`config.mk`:
```
export PLATFORM = sky130hd
export DESIGN_NAME = fetch_unit
export DESIGN_NICKNAME = d
export VERILOG_FILES = /design/src/rtl/fetch_unit_pkg.sv /design/src/rtl/fetch_out_reg.sv /design/src/rtl/fetch_unit.sv
export SDC_FILE = /design/constraint.sdc
export NUM_CORES = 1
export LEC_CHECK = 0
export ABC_AREA = 1
export CORE_MARGIN = 2
export CORE_UTILIZATION = 55
export CTS_CLUSTER_DIAMETER = 60
export DETAILED_ROUTE_END_ITERATION = 7
export DONT_BUFFER_PORTS = 1
export PLACE_DENSITY = 0.7
export SYNTH_ARGS = -nofsm -noshare
export SYNTH_HDL_FRONTEND = slang
export SYNTH_SLANG_ARGS = --single-unit
```
`constraint.sdc`:
```
create_clock -name clk -period 2.9 [get_ports clk]
set_input_delay 0.29 -clock clk [delete_from_list [all_inputs] [get_ports clk]]
set_output_delay 0.29 -clock clk [all_outputs]
set_load 0.02 [all_outputs]
```
`src/rtl/fetch_unit_pkg.sv`:
```
// fetch_unit_pkg: shared widths, FSM states and trap cause codes for the fetch front end.
package fetch_unit_pkg;
  localparam int XLEN = 64;
  localparam int ILEN = 32;
  typedef enum logic [1:0] {BOOT, RUN, TRAP} state_t;
  localparam logic [1:0] CAUSE_NONE = 2'd0;
  localparam logic [1:0] CAUSE_MISALIGN = 2'd1;
  localparam logic [1:0] CAUSE_RANGE = 2'd2;
  localparam logic [1:0] CAUSE_ZERO = 2'd3;
endpackage

```
`src/rtl/fetch_out_reg.sv`:
```
// fetch_out_reg: one-entry valid/ready register holding a fetched instruction and its pc.
module fetch_out_reg
  import fetch_unit_pkg::*;
(
  input  logic            clk,
  input  logic            rst_n,
  input  logic            load,
  input  logic            flush,
  input  logic            ready,
  input  logic [ILEN-1:0] next_instr,
  input  logic [XLEN-1:0] next_pc,
  output logic            valid,
  output logic [ILEN-1:0] instr,
  output logic [XLEN-1:0] pc
);
  // load wins over drain so back-to-back transfers sustain one per cycle
  always_ff @(posedge clk or negedge rst_n)
    if (!rst_n) begin
      valid <= 1'b0;
      instr <= '0;
      pc <= '0;
    end else if (load) begin
      valid <= 1'b1;
      instr <= next_instr;
      pc <= next_pc;
    end else if (flush || ready) valid <= 1'b0;
endmodule

```
`src/rtl/fetch_unit.sv`:
```
// fetch_unit: pc register, boot/run/trap FSM and fault detection feeding the output register.
module fetch_unit
  import fetch_unit_pkg::*;
#(
  parameter logic [XLEN-1:0] RESET_PC = '0,
  parameter int MEM_WORDS = 13
) (
  input  logic            clk,
  input  logic            rst_n,
  output logic [XLEN-1:0] pc_o,
  input  logic [ILEN-1:0] instr_i,
  input  logic            redirect_valid_i,
  input  logic [XLEN-1:0] redirect_pc_i,
  output logic            if_valid_o,
  input  logic            if_ready_i,
  output logic [ILEN-1:0] if_instr_o,
  output logic [XLEN-1:0] if_pc_o,
  output logic            trap_o,
  output logic [1:0]      trap_cause_o
);
  state_t state;
  logic live, misalign, jump, attempt, range_bad, zero_bad, load;
  assign live = state != TRAP;
  assign misalign = live && redirect_valid_i && (redirect_pc_i[1:0] != 2'b00);
  assign jump = live && redirect_valid_i && !misalign;
  assign attempt = state == RUN && !redirect_valid_i && (!if_valid_o || if_ready_i);
  assign range_bad = attempt && ((pc_o >> 2) >= XLEN'(MEM_WORDS));
  assign zero_bad = attempt && !range_bad && instr_i == '0;
  assign load = attempt && !range_bad && !zero_bad;
  always_ff @(posedge clk or negedge rst_n)
    if (!rst_n) begin
      state <= BOOT;
      pc_o <= RESET_PC;
      trap_o <= 1'b0;
      trap_cause_o <= CAUSE_NONE;
    end else if (misalign || range_bad || zero_bad) begin
      state <= TRAP;
      trap_o <= 1'b1;
      trap_cause_o <= misalign ? CAUSE_MISALIGN : range_bad ? CAUSE_RANGE : CAUSE_ZERO;
    end else if (jump) begin
      state <= RUN;
      pc_o <= redirect_pc_i;
    end else if (load) pc_o <= pc_o + XLEN'(4);
    else if (state == BOOT) state <= RUN;
  fetch_out_reg u_out (
    .clk(clk),
    .rst_n(rst_n),
    .load(load),
    .flush(jump),
    .ready(if_ready_i),
    .next_instr(instr_i),
    .next_pc(pc_o),
    .valid(if_valid_o),
    .instr(if_instr_o),
    .pc(if_pc_o)
  );
endmodule
```
# Yosys cells after proc, flatten, opt, wreduce, memory -nomap -nowiden
# Cells that the tools add are included.
dict set report totals {
  register_bits 166
  latch_bits 0
  mem_bits_rw 0
  romBits 0
  input_bits 100
  out_inout_bits 164
  wordCells 49
  n_memories 0
}
dict set report op_classes {
  addsub 1
  mul 0
  div_mod_pow 0
  magnitude_cmp 1
  eq_ne 3
  n_shift 0
  mux 10
  bitwise_logic 1
  n_reduce_logical 26
}
# op count
set op_table {}
lappend op_table {{$mux 64} 2}
lappend op_table {{$add 64x3->64 const B} 1}
lappend op_table {{$ge 62x4->1 const B} 1}
lappend op_table {{$logic_not 32->1} 1}
lappend op_table {{$mux 2} 5}
lappend op_table {{$logic_and 1x1->1} 9}
lappend op_table {{$reduce_bool 2->1} 3}
lappend op_table {{$logic_not 1->1} 5}
lappend op_table {{$logic_or 1x1->1} 4}
lappend op_table {{$reduce_and 2->1} 2}
lappend op_table {{$mux 1} 3}
lappend op_table {{$ne 3x1->1 const B} 1}
lappend op_table {{$reduce_bool 3->1} 1}
lappend op_table {{$eq 2x1->1 const B} 1}
lappend op_table {{$logic_not 2->1} 1}
lappend op_table {{$ne 2x2->1 const B} 1}
lappend op_table {{$not 1->1} 1}

# Logic depth before layout (Yosys ltp)
# Gate-level depths: netlist of the first run.
dict set report depth {
  word_depth 12
  ltp_mapped 12
  ltp_nobuf 10
}

# Modules after synthesis
# Synthesis of the first run repeated with hierarchy kept, for this count alone.
dict set report unflattened {
  cells_unflattened 791
  area_unflattened_um2 6905.4
}
# module n_inst cells_per_inst area_per_inst_um2 seq_area_each_um2
set modules_own_cells {}
lappend modules_own_cells {fetch_out_reg 1 410 3669.8 2427.3}
lappend modules_own_cells {fetch_unit 1 381 3235.6 1726.7}

# Worst setup path before layout of the first run
# Ideal clock, no wire load.
dict set report synth_path {
  kind {register to register}
  start {register pc_o[3]}
  end {register pc_o[55]}
  setup_ns 0.118
  t_arrival_ns 1.721
  t_required_ns 2.782
  setup_slack_ns 1.061
  stages_incl_launch_ff 12
  n_path_buf 3
  synth_period_minus_slack_ns 1.839
  cell_sequence {dfrtp_1 -> inv_1 -> ha_1 -> nand2_1 -> nand3_1 -> nor3_2 -> nand4_1 -> buf_2 -> buf_6 -> buf_6 -> nand3_1 -> nand2_1}
}
dict set report synth_via {
  elab_chain_cells 9
  elab_cells_between_ends 15
  classes_between {add/sub (1); order compare (1); mux (2); bitwise (1); reduce/logical (10)}
}
# item line
set synth_lines {}
lappend synth_lines {{start, declared} fetch_unit.sv:10} ;# output logic [XLEN-1:0] pc_o,
lappend synth_lines {{start signal, assigned} fetch_unit.sv:42} ;# pc_o <= redirect_pc_i;
lappend synth_lines {{start signal, assigned} fetch_unit.sv:43} ;# end else if (load) pc_o <= pc_o + XLEN'(4);
lappend synth_lines {{$ge 62x4->1} fetch_unit.sv:27} ;# assign range_bad = attempt && ((pc_o >> 2) >= XLEN'(MEM_WORDS));
lappend synth_lines {{$logic_and 1x1->1} fetch_unit.sv:27}
lappend synth_lines {{$logic_not 1->1} {fetch_unit.sv:28, fetch_unit.sv:29}}
lappend synth_lines {{$logic_and 1x1->1} {fetch_unit.sv:28, fetch_unit.sv:29}}
lappend synth_lines {{$logic_and 1x1->1} fetch_unit.sv:28} ;# assign zero_bad = attempt && !range_bad && instr_i == '0;
lappend synth_lines {{$logic_not 1->1} fetch_unit.sv:29} ;# assign load = attempt && !range_bad && !zero_bad;
lappend synth_lines {{$logic_and 1x1->1} fetch_unit.sv:29}
lappend synth_lines {{$reduce_bool 2->1 (no source line)} -}
lappend synth_lines {{$reduce_and 2->1 (no source line)} -}
# Several ways; a longest one is shown, not always the timed one. The select of a mux whose other input is x is not followed.
# A chain may end at the register's enable or synchronous reset.

# Worst setup path in the final report of the first run
dict set report layout_path {
  start {register pc_o[2]}
  end {register u_out.instr[25]}
}
dict set report layout_via {
  elab_chain_cells 7
}
# item line
set layout_lines {}
lappend layout_lines {{$ge 62x4->1 (*)} fetch_unit.sv:27}
lappend layout_lines {{$logic_and 1x1->1 (*)} fetch_unit.sv:27}
lappend layout_lines {{$logic_not 1->1 (*)} {fetch_unit.sv:28, fetch_unit.sv:29}}
lappend layout_lines {{$logic_and 1x1->1 (*)} {fetch_unit.sv:28, fetch_unit.sv:29}}
lappend layout_lines {{$logic_and 1x1->1} fetch_unit.sv:28}
lappend layout_lines {{$logic_not 1->1} fetch_unit.sv:29}
lappend layout_lines {{$logic_and 1x1->1 (*)} fetch_unit.sv:29}
lappend layout_lines {{end signal, assigned} fetch_out_reg.sv:24} ;# instr <= next_instr;
lappend layout_lines {{end, declared} fetch_out_reg.sv:13} ;# output logic [ILEN-1:0] instr,
# Mark *: on every way between the ends. The rest lies on a longest branch, timed or not.

==> results of run 1 <==
[cell usage in the layout (no fill, tap or decap)]
cell	n
a21oi_1	1
buf_4	8
bufinv_16	1
clkbuf_16	17
clkbuf_8	2
clkinv_2	2
clkinv_4	5
clkinvlp_4	3
dfrtp_1	166
dlygate4sd3_1	76
ha_1	3
inv_1	90
inv_2	3
inv_6	2
nand2_1	258
nand3_1	71
nand3b_1	1
nand4_1	5
nor2_1	112
nor2_4	1
nor3_1	5
nor3_2	1
o211ai_1	1
o21ai_0	19
or2_2	1
xnor2_1	1
xor2_1	1
[power groups by stage]
stage	sequential (mW)	combinational [mW]	clock, mW
final	4.03	1.07	2.14
after detailed placement	4.06	0.953	0
after floorplan	3.87	0.762	0
after CTS	4.02	1.04	2.18
after global routing	4.10	1.24	2.28
after global placement	4.05	0.905	0
[registers in the layout (all words and copies together) (netlist names)]
signal        count
u_out.pc         64
u_out.instr      32
u_out.valid       1
trap_cause_o      2
state             2
trap_o            1
pc_o             64
[cell families after synthesis]
kind of cell	count (synthesis)	synth area share (%)
flip-flops	166	62.1
buffers and inverters	128	8.07
AND/OR/NAND/NOR	455	27.3
XOR/XNOR	2	0.262
adder cells (fa/ha/maj)	3	0.562
AO/OA/AOI/OAI	21	1.61
[metrics by stage]
| step | power [mW] | cells | area, µm² |
|---|---|---|---|
| after global placement | 4.95 | 895 | 6750 |
| final | 7.24 | 1003 | 8080 |
| after global routing | 7.62 | 1003 | 8080 |
| after CTS | 7.25 | 1003 | 8080 |
| after detailed placement | 5.02 | 895 | 6750 |
| after floorplan | 4.63 | 775 | 6680 |
[final timing paths]
check / startpoint / endpoint / slack [ps] / depth (start not counted)
min in group clk: redirect_pc_i[49] / pc_o[49]$_DFFE_PN0P_ / 20 / 2
hold / removal: rst_n / u_out.pc[6]$_DFFE_PN0P_ / -430 / 0
setup / recovery: pc_o[2]$_DFFE_PN0P_ / u_out.instr[25]$_DFFE_PN0P_ / 480 / 9
setup reg to reg: pc_o[2]$_DFFE_PN0P_ / u_out.instr[25]$_DFFE_PN0P_ / 480 / 9
hold reg to reg: state[1]$_DFFE_PN0P_ / state[1]$_DFFE_PN0P_ / 570 / 2
max in group asynchronous: rst_n / pc_o[34]$_DFFE_PN0P_ / 3140 / 0
[per-layer routing]
layer	wire length [µm]	track usage, %	part of all wire (%)
met5	0	0	0
met4	407	10.2	2.5
met3	1710	9.42	10
met2	8070	42.1	49
met1	6310	30.8	38
[worst max-delay path, cell delays in order (launching register included)]
cell and delay [ps]:
dfrtp_1 500, inv_1 170, ha_1 170, inv_1 40, nand2_1 50, nand3_1 120
nor3_2 230, nand4_1 330, buf_4 420, o21ai_0 280
[area by class of cell]
| cell class | instances | area [µm²] |
|---|---|---|
| inverters | 93 | 349 |
| clock inverters | 13 | 124 |
| well taps | 147 | 184 |
| multi-input cells | 481 | 2000 |
| flip-flops and latches | 166 | 4150 |
| fillers | 912 | 3880 |
| clock buffers | 19 | 453 |
| repair buffers | 84 | 821 |
==> impl_metrics.tcl, run 1 <==
set metrics [dict create \
    ys_seq_area_share_pct 62.1 \
    grt_antenna_before_repair 0 \
    drv_slew 0 \
    cts_root_buf "clkbuf_16" \
    endpoint_kind "register" \
    path_max_fanout 54 \
    synth_area_leaders "dfrtp_1, nand2_1, nor2_1" \
    yosysTopAreaCell "dfrtp_1" \
    grt_first_pass_wirelength_mm 26.2 \
    drv_cap 0 \
    power_density_nw_per_um2 895 \
    first_pass_iters 5 \
    p_clk_share_pct 29.6 \
    layout-drive-gt1-share_pct 5.37 \
    power.internal_mw 4.53 \
    drt-initial-drc-count 470 \
    portBuffers 0 \
    period_needed_ps 2420 \
    syn_area_per_cell_um2 8.62 \
    antennaDiodeCount 0 \
    ys.flop_type "dfrtp_1" \
    p_leak_nw 4.27 \
    yosys_warnings 0 \
    num_rows 40 \
    status "finished, violations left" \
    synth.distinct_cells 22 \
    sw_frac_of_total_pct 37.5 \
    grt_max_degree 167 \
    chipWidth_um 114 \
    cts.clk_slew.worst_paths_ps 70 \
    grt_pass1_vias 5222 \
    max_freq_ghz 0.414 \
    finalSetupTns_ps 0 \
    min-delay-path-class "input port to async pin" \
    cp_data_arrival_time_ps 2730 \
    pwr-share-comb_pct 14.8 \
    synthMostInstantiatedCell "nand2_1" \
    syn_area_um2 6680 \
    io-pin-count 264 \
    core_area_um2 12000 \
    synth-seq-cells 166 \
    grt-ovfl-total 0 \
    vias 5337 \
    h-tree-depth 4 \
    yosys-top-cells-count "nand2_1, dfrtp_1, nor2_1, inv_1, nand3_1" \
    place_congestion 0.881 \
    dieArea_um2 13100 \
    cts_num_sinks 166 \
    synthArstFlopShare_pct 100 \
    post_cts_buffers 0 \
    required_ps 3210 \
    vdd_drop_max_v 0.000564 \
    maxSlewHeadroom_pct 57.0 \
    rsz0062_at_grt "no" \
    worstMarginPinSlew_ps 645 \
    vias_per_cell 5.32 \
    die_h_um 114 \
    hold_viol 166 \
    setup_viol_count_final 0 \
    setup_ws_ps 483 \
    cts_hold_buf 76 \
    nNetsFinal 946 \
    violations "hold timing" \
    netlist_instances 775 \
    finalCritPeriodShare_pct 83.4 \
    clk_latency_ps 420 \
    antenna_left 0 \
    area_delta_synth_final_pct 20.9 \
    cts_tree "done" \
    cts_buffer_depth 2 \
    skew_ps 6.43 \
    post-route-util_pct 67.6 \
    whs_ps -433 \
    start_kind "register" \
    grt_usage_pct 25.6 \
    syn_nets 878 \
    post_cts_resized 0 \
    routedWlPerCell_um 16.4 \
    p_seq_share_pct 55.7 \
    crit_type "register to register" \
    drc 0 \
    cts_buffers 17 \
    synth_top_cell_area_share_pct 62.1 \
    dp_slack_ps 486 \
    p_switching_mw 2.71 \
    dp_hpwl_mm 10.7 \
    synth_edf_count 0 \
    routed_wirelength_mm 16.5 \
    initial_core_util_pct 55.9 \
]
(Power assumes the default switching activity.)
==> inputs of run 2 (changes only) <==
--- a/config.mk
+++ b/config.mk
@@ -5,7 +5,7 @@
 export SDC_FILE = /design/constraint.sdc
 export NUM_CORES = 1
 export LEC_CHECK = 0
-export ABC_AREA = 1
+export ABC_AREA = 0
 export CORE_MARGIN = 2
 export CORE_UTILIZATION = 55
 export CTS_CLUSTER_DIAMETER = 60
==> constraint.sdc (replaced) <==
create_clock -name clk -period 2.4 [get_ports clk]
set_input_delay 0.24 -clock clk [delete_from_list [all_inputs] [get_ports clk]]
set_output_delay 0.24 -clock clk [all_outputs]
set_load 0.02 [all_outputs]
==> impl_metrics.tcl, run 2 <==
set metrics [dict create \
    clk_latency_ps 530 \
    power.internal_mw 6.05 \
    dp_hpwl_mm 9.82 \
    ys_seq_area_share_pct 67.3 \
    required_ps 2800 \
    cp_data_arrival_time_ps 2730 \
    dpl.cell_count 603 \
    syn_area_per_cell_um2 14.6 \
    crit_type "register to register" \
    fillers 628 \
    place_congestion 0.818 \
    synthArstFlopShare_pct 100 \
    grt_usage_pct 26.4 \
    setup_ws_ps 67.5 \
    grt-ovfl-total 0 \
    synth_area_leaders "dfrtp_1, mux2_2, and2_1" \
    hold_viol 166 \
    dp_slack_ps -30.3 \
    area_delta_synth_final_pct 34.9 \
    vias_per_cell 5.44 \
    netlist_instances 422 \
    syn_area_um2 6170 \
    worstMarginPinSlew_ps 411 \
    routed_wirelength_mm 16.0 \
    chipWidth_um 110 \
    grt_max_degree 167 \
    dpl_cell_area_um2 6760 \
    path_max_fanout 35 \
    synth-seq-cells 166 \
    first_pass_iters 4 \
    synth_top_cell_area_share_pct 67.3 \
    top_regs "pc_o: 64 flops, u_out.pc: 64 flops, u_out.instr: 32 flops" \
    maxSlewHeadroom_pct 72.3 \
    layout-drive-gt1-share_pct 33.1 \
    cts_buffers 17 \
    grt_first_pass_wirelength_mm 23.2 \
    h-tree-depth 4 \
    drc 0 \
    p_clk_share_pct 29.0 \
    portBuffers 0 \
    sw_frac_of_total_pct 33.1 \
    power_density_nw_per_um2 1090 \
    yosys-top-cells-count "dfrtp_1, mux2_2, and2_1, nor4_1, clkbuf_1" \
    dieArea_um2 12100 \
    setup_viol_count_final 0 \
    instances_no_fill 732 \
    cts_tree "done" \
    drv_slew 0 \
    yosysTopAreaCell "dfrtp_1" \
    grt_antenna_before_repair 0 \
    ys.flop_type "dfrtp_1" \
    skew_ps 10.8 \
    start_kind "register" \
    synthMostInstantiatedCell "dfrtp_1" \
    drt-initial-drc-count 201 \
    synth.distinct_cells 30 \
    vias 3985 \
    pwr-share-comb_pct 27.8 \
    die_h_um 110 \
    num_rows 38 \
    cts_num_sinks 166 \
    cts.clk_slew.worst_paths_ps 70 \
    whs_ps -587 \
    finalCritPeriodShare_pct 97.2 \
    initial_core_util_pct 56.7 \
    grt_pass1_vias 4374 \
    p_total_mw 9.04 \
    antennaDiodeCount 0 \
    period_needed_ps 2330 \
    min-delay-path-class "input port to async pin" \
    final_common_cell "dfrtp_1" \
    p_seq_share_pct 43.2 \
    antenna_left 0 \
    yosys_warnings 0 \
    violations "hold timing" \
    post-route-util_pct 76.5 \
    p_leak_nw 4.03 \
    p_switching_mw 2.99 \
    synth_edf_count 0 \
    max_freq_ghz 0.429 \
    cts_hold_buf 95 \
    routedWlPerCell_um 21.9 \
    vdd_drop_max_v 0.000878 \
    final_cell_mix "dfrtp_1, dlygate4sd3_1, mux2_2" \
    cts_root_buf "clkbuf_8" \
    drv_cap 0 \
    design_area_um2 8320 \
    core_area_um2 10900 \
    status "finished, violations left" \
    endpoint_kind "register" \
    nNetsFinal 682 \
    cts_buffer_depth 2 \
    syn_nets 525 \
    io-pin-count 264 \
]
run 2: per-stage QoR:
step,setup TNS (ps),hold slack [ps]
6_report,0,-587
3_5_place_dp,-209,-52.1
3_3_place_gp,0,-52.3
5_1_grt,-646,-623
2_1_floorplan,0,-55.6
4_1_cts,0,-624
run 2: cells by family after synthesis:
| logic type | share of synthesized area, % |
|---|---|
| AO/OA/AOI/OAI | 1.76 |
| XOR/XNOR | 0.142 |
| adder cells (fa/ha/maj) | 0.608 |
| buffers and inverters | 1.78 |
| flip-flops | 67.3 |
| multiplexers | 17.1 |
| AND/OR/NAND/NOR | 11.3 |
run 2: layout make-up:
class                      instances  area [µm²]  share of cell area [%]
sequential                       166        4150                    49.9
multi-input combinational        231        1950                    23.4
timing repair buffer             156        1450                    17.4
clock buffer                      20         445                    5.35
tap                              140         175                    2.10
clock inverter                    12         126                    1.52
inverter                           7        26.3                   0.316
run 2: timing repair:
action | CTS | global route
pin swaps | 0 | 2
setup endpoints to repair | 37 | 38
gates cloned | 0 | 1
hold endpoints to repair | 261 | 166
resized for setup | 1 | 3
setup buffers | 0 | 1
run 2: critical path, cell delays in order, from the launching register on:
cell     delay (ps)
dfrtp_1         490
nor4_2          340
nand4_1         250
nor4_4          410
nand3_4         190
buf_12          220
mux2_2          290
run 2: worst paths after layout:
path | slack, ps | cells past startpoint | startpoint | endpoint
max in group asynchronous | 2650 | 0 | rst_n | u_out.pc[3]$_DFFE_PN0P_
setup / recovery | 70 | 6 | pc_o[20]$_DFFE_PN0P_ | u_out.instr[4]$_DFFE_PN0P_
min in group clk | 50 | 3 | redirect_pc_i[1] | trap_cause_o[0]$_DFFE_PN0P_
hold / removal | -590 | 0 | rst_n | u_out.pc[61]$_DFFE_PN0P_
setup reg to reg | 70 | 6 | pc_o[20]$_DFFE_PN0P_ | u_out.instr[4]$_DFFE_PN0P_
hold reg to reg | 500 | 1 | state[1]$_DFFE_PN0P_ | state[0]$_DFFE_PN0P_
run 2: power by group through the flow:
stage	Combinational, mW	Sequential, mW	Clock, mW
global placement	2.26	3.85	0
floorplan	0.689	4.44	0
finish	2.51	3.91	2.62
CTS	2.44	3.84	2.66
global route	2.65	3.96	2.79
detailed placement	2.30	3.88	0
run 2: metal layers:
layer	up-vias	global-route usage (%)	part of all wire (%)
met5	-	0	0
met4	0	11.0	2.6
met3	33	9.37	9.2
met2	210	46.6	52
met1	1967	28.5	36
li1	1775	-	-
